### src/rtl/cycle_checkpoint_monitor_if.sv
// cycle_checkpoint_monitor_if: config, core-control and register-file read signals of the checkpoint monitor.
interface cycle_checkpoint_monitor_if #(
  parameter int DATA_W = 32,
  parameter int NUM_CH = 4,
  parameter int CYC_W = 32,
  parameter int ADDR_W = 5,
  parameter int PC_W = 32
);
  localparam int FF_W = $clog2(NUM_CH) + 1;
  logic start;
  logic [PC_W-1:0] pc_start;
  logic [CYC_W-1:0] checkpoint;
  logic [NUM_CH*ADDR_W-1:0] chk_addr;
  logic [NUM_CH*DATA_W-1:0] chk_expect;
  logic [NUM_CH-1:0] chk_mask;
  logic cpu_halt;
  logic [DATA_W-1:0] rf_rd_data;
  logic pc_load;
  logic [PC_W-1:0] pc_init;
  logic cpu_run;
  logic [ADDR_W-1:0] rf_rd_addr;
  logic [CYC_W-1:0] cycle_count;
  logic busy;
  logic done;
  logic pass;
  logic [NUM_CH-1:0] fail_mask;
  logic [FF_W-1:0] first_fail;
  logic [DATA_W-1:0] first_data;
  logic early_halt;
  modport master (
    output start, pc_start, checkpoint, chk_addr, chk_expect, chk_mask, cpu_halt, rf_rd_data,
    input pc_load, pc_init, cpu_run, rf_rd_addr, cycle_count, busy, done, pass, fail_mask,
    first_fail, first_data, early_halt
  );
  modport slave (
    input start, pc_start, checkpoint, chk_addr, chk_expect, chk_mask, cpu_halt, rf_rd_data,
    output pc_load, pc_init, cpu_run, rf_rd_addr, cycle_count, busy, done, pass, fail_mask,
    first_fail, first_data, early_halt
  );
endinterface

### src/rtl/cycle_checkpoint_monitor.sv
// cycle_checkpoint_monitor: loads a start PC, runs the core for a cycle budget, then sweeps register checks.
module cycle_checkpoint_monitor #(
  parameter int DATA_W = 32,
  parameter int NUM_CH = 4,
  parameter int CYC_W = 32,
  parameter int ADDR_W = 5,
  parameter int PC_W = 32
) (
  input logic clk,
  input logic rst,
  cycle_checkpoint_monitor_if.slave bus
);
  localparam int FF_W = $clog2(NUM_CH) + 1;
  typedef enum logic [2:0] {IDLE, LOAD, RUN, CHECK, DONE} state_t;
  state_t state_q, state_d;
  logic [PC_W-1:0] pc_q, pc_d;
  logic [CYC_W-1:0] cp_q, cp_d, cnt_q, cnt_d;
  logic [NUM_CH*ADDR_W-1:0] addr_q, addr_d;
  logic [NUM_CH*DATA_W-1:0] exp_q, exp_d;
  logic [NUM_CH-1:0] mask_q, mask_d, fail_q, fail_d;
  logic [FF_W-1:0] idx_q, idx_d, ff_q, ff_d;
  logic [DATA_W-1:0] fd_q, fd_d;
  logic early_q, early_d, done_q, done_d, pass_q, pass_d;
  logic reached, stop, last, miss, none_yet;
  assign reached = cnt_q >= cp_q;
  assign stop = reached || bus.cpu_halt;
  assign last = idx_q == FF_W'(NUM_CH - 1);
  assign none_yet = ff_q == FF_W'(NUM_CH);
  assign miss = state_q == CHECK && mask_q[idx_q] && bus.rf_rd_data != exp_q[idx_q*DATA_W +: DATA_W];
  always_comb begin
    state_d = state_q;
    pc_d = pc_q;
    cp_d = cp_q;
    cnt_d = cnt_q;
    addr_d = addr_q;
    exp_d = exp_q;
    mask_d = mask_q;
    fail_d = fail_q;
    idx_d = idx_q;
    ff_d = ff_q;
    fd_d = fd_q;
    early_d = early_q;
    done_d = done_q;
    pass_d = pass_q;
    if (bus.start && (state_q == IDLE || state_q == DONE)) begin
      pc_d = bus.pc_start;
      cp_d = bus.checkpoint;
      addr_d = bus.chk_addr;
      exp_d = bus.chk_expect;
      mask_d = bus.chk_mask;
      fail_d = '0;
      idx_d = '0;
      ff_d = FF_W'(NUM_CH);
      fd_d = '0;
      early_d = 1'b0;
      done_d = 1'b0;
      pass_d = 1'b0;
      state_d = LOAD;
    end else begin
      case (state_q)
        LOAD: begin
          cnt_d = CYC_W'(1);
          state_d = RUN;
        end
        RUN: begin
          state_d = stop ? CHECK : RUN;
          early_d = !reached && bus.cpu_halt;
          cnt_d = (stop || &cnt_q) ? cnt_q : cnt_q + 1'b1;
        end
        CHECK: begin
          if (miss) fail_d[idx_q] = 1'b1;
          ff_d = (miss && none_yet) ? idx_q : ff_q;
          fd_d = (miss && none_yet) ? bus.rf_rd_data : fd_q;
          idx_d = last ? '0 : idx_q + 1'b1;
          state_d = last ? DONE : CHECK;
          done_d = last;
          pass_d = last && fail_d == '0;
        end
        default: ;
      endcase
    end
  end
  always_ff @(posedge clk or posedge rst) begin
    if (rst) begin
      state_q <= IDLE;
      pc_q <= '0;
      cp_q <= '0;
      cnt_q <= '0;
      addr_q <= '0;
      exp_q <= '0;
      mask_q <= '0;
      fail_q <= '0;
      idx_q <= '0;
      ff_q <= FF_W'(NUM_CH);
      fd_q <= '0;
      early_q <= 1'b0;
      done_q <= 1'b0;
      pass_q <= 1'b0;
    end else begin
      state_q <= state_d;
      pc_q <= pc_d;
      cp_q <= cp_d;
      cnt_q <= cnt_d;
      addr_q <= addr_d;
      exp_q <= exp_d;
      mask_q <= mask_d;
      fail_q <= fail_d;
      idx_q <= idx_d;
      ff_q <= ff_d;
      fd_q <= fd_d;
      early_q <= early_d;
      done_q <= done_d;
      pass_q <= pass_d;
    end
  end
  // run enable and read address are combinational so a halt or reset takes effect within the cycle
  assign bus.pc_load = state_q == LOAD;
  assign bus.pc_init = pc_q;
  assign bus.cpu_run = state_q == RUN && !stop;
  assign bus.rf_rd_addr = state_q == CHECK ? addr_q[idx_q*ADDR_W +: ADDR_W] : '0;
  assign bus.cycle_count = cnt_q;
  assign bus.busy = state_q == LOAD || state_q == RUN || state_q == CHECK;
  assign bus.done = done_q;
  assign bus.pass = pass_q;
  assign bus.fail_mask = fail_q;
  assign bus.first_fail = ff_q;
  assign bus.first_data = fd_q;
  assign bus.early_halt = early_q;
endmodule
### src/flat_wrapper.sv
// flat-port wrapper written by rule: the top's interface ports become plain ports
module cycle_checkpoint_monitor_flat 
#(
  parameter int DATA_W = 32,
  parameter int NUM_CH = 4,
  parameter int CYC_W = 32,
  parameter int ADDR_W = 5,
  parameter int PC_W = 32
)
  (clk, rst, bus_start, bus_pc_start, bus_checkpoint, bus_chk_addr, bus_chk_expect, bus_chk_mask, bus_cpu_halt, bus_rf_rd_data, bus_pc_load, bus_pc_init, bus_cpu_run, bus_rf_rd_addr, bus_cycle_count, bus_busy, bus_done, bus_pass, bus_fail_mask, bus_first_fail, bus_first_data, bus_early_halt);
  cycle_checkpoint_monitor_if #(.DATA_W(DATA_W), .NUM_CH(NUM_CH), .CYC_W(CYC_W), .ADDR_W(ADDR_W), .PC_W(PC_W)) bus_i ();
  input logic clk;
  input logic rst;
  input wire logic [$bits(bus_i.start)-1:0] bus_start;
  input wire logic [$bits(bus_i.pc_start)-1:0] bus_pc_start;
  input wire logic [$bits(bus_i.checkpoint)-1:0] bus_checkpoint;
  input wire logic [$bits(bus_i.chk_addr)-1:0] bus_chk_addr;
  input wire logic [$bits(bus_i.chk_expect)-1:0] bus_chk_expect;
  input wire logic [$bits(bus_i.chk_mask)-1:0] bus_chk_mask;
  input wire logic [$bits(bus_i.cpu_halt)-1:0] bus_cpu_halt;
  input wire logic [$bits(bus_i.rf_rd_data)-1:0] bus_rf_rd_data;
  output wire logic [$bits(bus_i.pc_load)-1:0] bus_pc_load;
  output wire logic [$bits(bus_i.pc_init)-1:0] bus_pc_init;
  output wire logic [$bits(bus_i.cpu_run)-1:0] bus_cpu_run;
  output wire logic [$bits(bus_i.rf_rd_addr)-1:0] bus_rf_rd_addr;
  output wire logic [$bits(bus_i.cycle_count)-1:0] bus_cycle_count;
  output wire logic [$bits(bus_i.busy)-1:0] bus_busy;
  output wire logic [$bits(bus_i.done)-1:0] bus_done;
  output wire logic [$bits(bus_i.pass)-1:0] bus_pass;
  output wire logic [$bits(bus_i.fail_mask)-1:0] bus_fail_mask;
  output wire logic [$bits(bus_i.first_fail)-1:0] bus_first_fail;
  output wire logic [$bits(bus_i.first_data)-1:0] bus_first_data;
  output wire logic [$bits(bus_i.early_halt)-1:0] bus_early_halt;
  assign bus_i.start = bus_start;
  assign bus_i.pc_start = bus_pc_start;
  assign bus_i.checkpoint = bus_checkpoint;
  assign bus_i.chk_addr = bus_chk_addr;
  assign bus_i.chk_expect = bus_chk_expect;
  assign bus_i.chk_mask = bus_chk_mask;
  assign bus_i.cpu_halt = bus_cpu_halt;
  assign bus_i.rf_rd_data = bus_rf_rd_data;
  assign bus_pc_load = bus_i.pc_load;
  assign bus_pc_init = bus_i.pc_init;
  assign bus_cpu_run = bus_i.cpu_run;
  assign bus_rf_rd_addr = bus_i.rf_rd_addr;
  assign bus_cycle_count = bus_i.cycle_count;
  assign bus_busy = bus_i.busy;
  assign bus_done = bus_i.done;
  assign bus_pass = bus_i.pass;
  assign bus_fail_mask = bus_i.fail_mask;
  assign bus_first_fail = bus_i.first_fail;
  assign bus_first_data = bus_i.first_data;
  assign bus_early_halt = bus_i.early_halt;
  cycle_checkpoint_monitor #(.DATA_W(DATA_W), .NUM_CH(NUM_CH), .CYC_W(CYC_W), .ADDR_W(ADDR_W), .PC_W(PC_W)) u_core (.clk(clk), .rst(rst), .bus(bus_i));
endmodule
### config.mk
export PLATFORM = sky130hd
export DESIGN_NAME = cycle_checkpoint_monitor_flat
export DESIGN_NICKNAME = d
export VERILOG_FILES = /design/src/rtl/cycle_checkpoint_monitor_if.sv /design/src/rtl/cycle_checkpoint_monitor.sv /design/src/flat_wrapper.sv
export SDC_FILE = /design/constraint.sdc
export NUM_CORES = 1
export LEC_CHECK = 0
export BUFFER_PORTS_ARGS = -buffer_cell sky130_fd_sc_hd__buf_2
export CAP_MARGIN = 25
export CORE_MARGIN = 2
export CORE_UTILIZATION = 30
export DETAILED_ROUTE_END_ITERATION = 8
export GPL_TIMING_DRIVEN = 0
export SLEW_MARGIN = 20
export SYNTH_ARGS = -nofsm -noshare
export SYNTH_HDL_FRONTEND = slang
export SYNTH_SLANG_ARGS = --single-unit
### constraint.sdc
create_clock -name clk -period 8.45 [get_ports clk]
set_clock_uncertainty 0.05 [all_clocks]
set_input_delay 0.4225 -clock clk [delete_from_list [all_inputs] [get_ports clk]]
set_output_delay 0.4225 -clock clk [all_outputs]
set_load 0.02 [all_outputs]
# [Word-level counts from Yosys, hierarchy flattened]
# Cells that the tools add are included.
[word_totals] inputBits=252 word_cells=88 register_bits=296 out_inout_bits=114
[op_classes] muxes=31 bitwise=2 shifts=2 addsub=2 eq_ne=8 n_reduce_logical=25 n_lt_le_gt_ge=3 n_mul=1
[op_table] op="32-bit two-way mux" n=4
[op_table] op="128-bit by 9-bit variable part select with 32-bit output" n=1
[op_table] op="32-bit case mux with 2 select lines" n=1
[op_table] op="32-bit by 1-bit adder with 32-bit output (second input constant)" n=1
[op_table] op="32-bit >= comparator" n=1
[op_table] op="32-bit != test" n=1
[op_table] op="32-bit AND reduction" n=1
[op_table] op="3-bit two-way mux" n=8
[op_table] op="4-bit two-way mux" n=5
[op_table] op="20-bit by 7-bit variable part select with 5-bit output" n=1
[op_table] op="3-bit by 2-bit == test with 1-bit output (second input constant)" n=3
[op_table] op="1-bit two-way mux" n=9
[op_table] op="3-bit case mux with 3 select lines" n=1
[op_table] op="1-bit logical AND" n=8
[op_table] op="2-bit nonzero test" n=4
[op_table] op="3-bit == test (second input constant)" n=2
[op_table] op="3-bit by 3-bit multiplier with 6-bit output (second input constant)" n=1
[op_table] op="1-bit logical OR" n=5
[op_table] op="5-bit two-way mux" n=1
[op_table] op="4-bit zero test" n=1
[op_table] op="4-bit OR" n=1
[op_table] op="4-bit nonzero test" n=1
[op_table] op="3-bit by 1-bit adder with 3-bit output (second input constant)" n=1
[op_table] op="3-bit by 1-bit == test with 1-bit output (second input constant)" n=1
[op_table] op="10 further kinds" n=11

# [Logic depth before layout (Yosys ltp)]
[depth] word_depth=12 ltp_mapped=13 ltp_nobuf=10

# [Worst setup path before layout]
# OpenSTA, ideal clock, no wires.
[synth_path] kind="register to output" start="register u_core.cnt_q[25], in the netlist u_core.bus.cycle_count[25]" end="output bus_cpu_run" setup_slack_ns=5.354 stages_incl_launch_ff=11 required_time_ns=7.977 path_buffers=2 arrival_ns=2.623 path_cell_list="dfrtp_1 -> ha_1 -> a21o_1 -> a21o_1 -> a21oi_1 -> o21ai_0 -> or3_1 -> o32a_1 -> clkbuf_1 -> clkbuf_1 -> nor2_1"
[synth_between] elab_chain_len=4
[synth_lines] element="start, declared" line_no="cycle_checkpoint_monitor.sv:17" source="logic [CYC_W-1:0] cp_q, cp_d, cnt_q, cnt_d;"
[synth_lines] element="start signal, assigned" line_no="cycle_checkpoint_monitor.sv:103" source="cnt_q <= cnt_d;"
[synth_lines] element="32-bit >= comparator" line_no="cycle_checkpoint_monitor.sv:25" source="assign reached = cnt_q >= cp_q;"
[synth_lines] element="1-bit logical OR" line_no="cycle_checkpoint_monitor.sv:26" source="assign stop = reached || bus.cpu_halt;"
[synth_lines] element="1-bit zero test" line_no="cycle_checkpoint_monitor.sv:119" source="assign bus.cpu_run = state_q == RUN && !stop;"
[synth_lines] element="1-bit logical AND" line_no="cycle_checkpoint_monitor.sv:119"
[synth_lines] element="end, declared" line_no="flat_wrapper.sv:24" source="output wire logic [$bits(bus_i.cpu_run)-1:0] bus_cpu_run;"
# Every way passes these cells.

# [Worst setup path in the final report]
[layout_path] start="register u_core.cnt_q[2], in the netlist u_core.bus.cycle_count[2]" end="output bus_cpu_run"
# The elaborated chain is that of the path after synthesis.

==> metrics.yaml <==
status: "completed"
worst_r2r_endpoint: "u_core.bus.first_data[20]"
synth-edff-count: 0
portBuffers: 365
dieArea_sq_um: 51000
critPathMaxFanout: 10
die_x_um: 226
synth_area_leaders: "dfrtp_1 50%, nand2_1 17%, mux4_2 4.4%, mux2i_1 3.7%, ha_1 3.1%"
finalHoldViolCount: 0
slew_headroom: 0.364
grt_pass1_vias: 13549
ys_types: 55
grt_util_all_layers: 0.202
setup_viol: 0
hold_class: "input port to register"
yosys.area.top_type: "dfrtp_1"
clk_pin_slew_ps: 60
clk_path_buf_depth: 3
setup.worst_path.end_class: "output port"
vdd_drop_max_v: 0.000184
finalCriticalPeriod_ps: 4220
synth.most_common_cell: "nand2_1"
use_met3: 0.0455
synth_nets: 1898
cp-startpoint: "u_core.bus.cycle_count[2]"
grt_setup_unrepaired: "false"
busiest_layer: "met2"
vias: 13397
cts_inserted_buffers: 37
clock_latency_ps: 560
die-height_um: 226
area_growth_pct: 31.9
worst_slew_pin_slew_ps: 953
wl_per_cell_um: 18.8
antenna_found_initial: 10
cp_data_required_time_ps: 7980
yosys_warnings: 0
ios: 366
viasPerCell: 4.83
maxCapViolCount: 0
netlist.area_leader.share: 0.500
post-route-period-util: 0.499
ys_top_cells_by_count: "669 x nand2_1, 295 x dfrtp_1, 77 x clkbuf_1, 75 x inv_1"
endpoint: "bus_cpu_run"
root_buffer: "clkbuf_16"
start_util: 0.303
avgSynthCellArea_sq_um: 9.17
drt.antenna.violating_nets: 0
use_met1: 0.262
grt_max_degree: 35
ys_ff_latch: 296
drcViolationCount: 0
drt_first_pass_iters: 5
path_class: "register to output port"
wl_um: 52000
r2r_cells: 12
p_leak_nw: 10.3
coreArea_sq_um: 48700
async_reset_ff_frac: 1.00
timing.fmax_mhz: 237
rows: 81
cts_max_level: 2
powerDensity_nw_per_um2: 350
hpwl_um: 39700
final_layout_size_suffix_gt1_frac: 0.241
syn_inst: 1609
nets: 2366
grt_pass1_wl_um: 78100
synth_seq_area_share: 0.502
overflow: 0
globalplace.congestion: 0.874
grt_use_met2: 0.331
cts_sinks: 296
arrival_ps: 3740
r2r_slack_ps: 4330
drt_first_iter_violations: 873
finalMaxSlewViolations: 0
rr_startpoint: "u_core.idx_q[1]"
finalPower_mw: 6.82
ys.flop_type: "dfrtp_1"
cp-start-kind: "register"
fin_setup_tns_ps: 0
synth_area_sq_um: 14800
cts_tree: "done"
## metal layers
metal  vias up  routed length (um)
met5         -                  37
li1       6289                   -
met4         6                1620
met3        93                3650
met1      6563               21800
met2       446               25000
## per-stage QoR
step / worst slack [ps] / std cells / hold slack [ps] / cell area, sq um / util
final: 4230 / 2773 / 19.3 / 19500 / 0.399
after global routing: 3940 / 2772 / 7.18 / 19500 / 0.399
after floorplan: 4050 / 1609 / 387 / 14800 / -
after detailed placement: 4270 / 2650 / 406 / 17700 / 0.363
after CTS: 4190 / 2768 / 0.184 / 19500 / 0.399
after global placement: 2120 / 2638 / 403 / 17400 / 0.357
## worst min-delay path by stage
stage / from / depth (start not counted) / slack [ps] / to
floorplan: u_core.addr_q[5] / 2 / 390 / u_core.addr_q[5]
global placement: u_core.addr_q[16] / 2 / 400 / u_core.addr_q[16]
detailed placement: u_core.addr_q[7] / 2 / 410 / u_core.addr_q[7]
CTS: bus_chk_expect[126] / 3 / 0.2 / u_core.exp_q[126]
global route: bus_chk_expect[0] / 3 / 7 / u_core.exp_q[0]
finish: bus_checkpoint[14] / 3 / 20 / u_core.cp_q[14]
## worst max-delay path, stage by stage, from the launching register on
cell	delay [ps]
dfrtp_1	460
ha_1	330
and3_1	140
o21ai_0	70
a31oi_1	220
o31ai_1	130
a31oi_1	350
o32a_1	400
clkbuf_1	400
clkbuf_1	430
nor2_1	70
buf_2	180
## report_power, final
part / switching [mW] / internal (mW)
Sequential: 0.402 / 2.04
Combinational: 1.64 / 1.08
Clock: 0.654 / 0.997
## registers in the layout (all words and copies together) (netlist names)
| register | count |
|---|---|
| u_core.bus.pc_init | 32 |
| u_core.bus.cycle_count | 32 |
| u_core.bus.fail_mask | 4 |
| u_core.state_q | 3 |
| u_core.bus.early_halt | 1 |
| u_core.bus.first_fail | 3 |
| u_core.idx_q | 3 |
| u_core.bus.first_data | 32 |
| u_core.mask_q | 4 |
| u_core.cp_q | 32 |
| u_core.exp_q | 128 |
| u_core.bus.done | 1 |
| u_core.addr_q | 20 |
| u_core.bus.pass | 1 |
## final cells by class
class	count	area [sq um]
well taps	664	831
flip-flops and latches	296	7410
diodes	5	12.5
multi-input cells	1145	6600
repair buffers	429	2610
clock buffers	51	1050
inverters	75	285
fillers	4904	29300
plain buffers	93	465
clock inverters	15	211
## cells in the final DEF (no fill, tap or decap), drive strengths merged, types with 4 or more instances in the layout
cell type | synthesis | layout
nor4b | 10 | 10
dfrtp | 295 | 295
clkinv | 0 | 7
and3 | 18 | 18
a211oi | 4 | 4
nand4 | 31 | 31
ha | 37 | 37
a21oi | 37 | 37
buf | 16 | 393
a2111o | 8 | 8
nor4 | 7 | 7
diode | 0 | 5
a32oi | 5 | 5
mux4 | 37 | 37
a31oi | 6 | 6
nor2 | 35 | 35
or2 | 20 | 20
mux2i | 54 | 54
o21a | 4 | 4
xnor2 | 16 | 16
inv | 75 | 77
nand2 | 669 | 669
a21o | 15 | 15
and2 | 4 | 4
and4 | 6 | 6
dlygate4sd3 | 0 | 52
clkbuf | 77 | 128
nand3 | 21 | 21
nor2b | 6 | 6
o21ai | 56 | 56
bufinv | 0 | 4
o32ai | 5 | 5
## cell families after synthesis
kind of cell / share of synthesized area
AOI/OAI and AO/OA: 0.0700
xor gates and xnor gates: 0.00949
adders and majority gates: 0.0314
buffers and inverters: 0.0506
DFF: 0.502
muxes: 0.0974
and+or+nand+nor: 0.239
## what timing repair did
item,in CTS,in global routing
hold endpoints to repair,66,0
setup buffers,0,0
hold buffers,52,0
gates resized for setup,0,0
(Power assumes the default switching activity.)
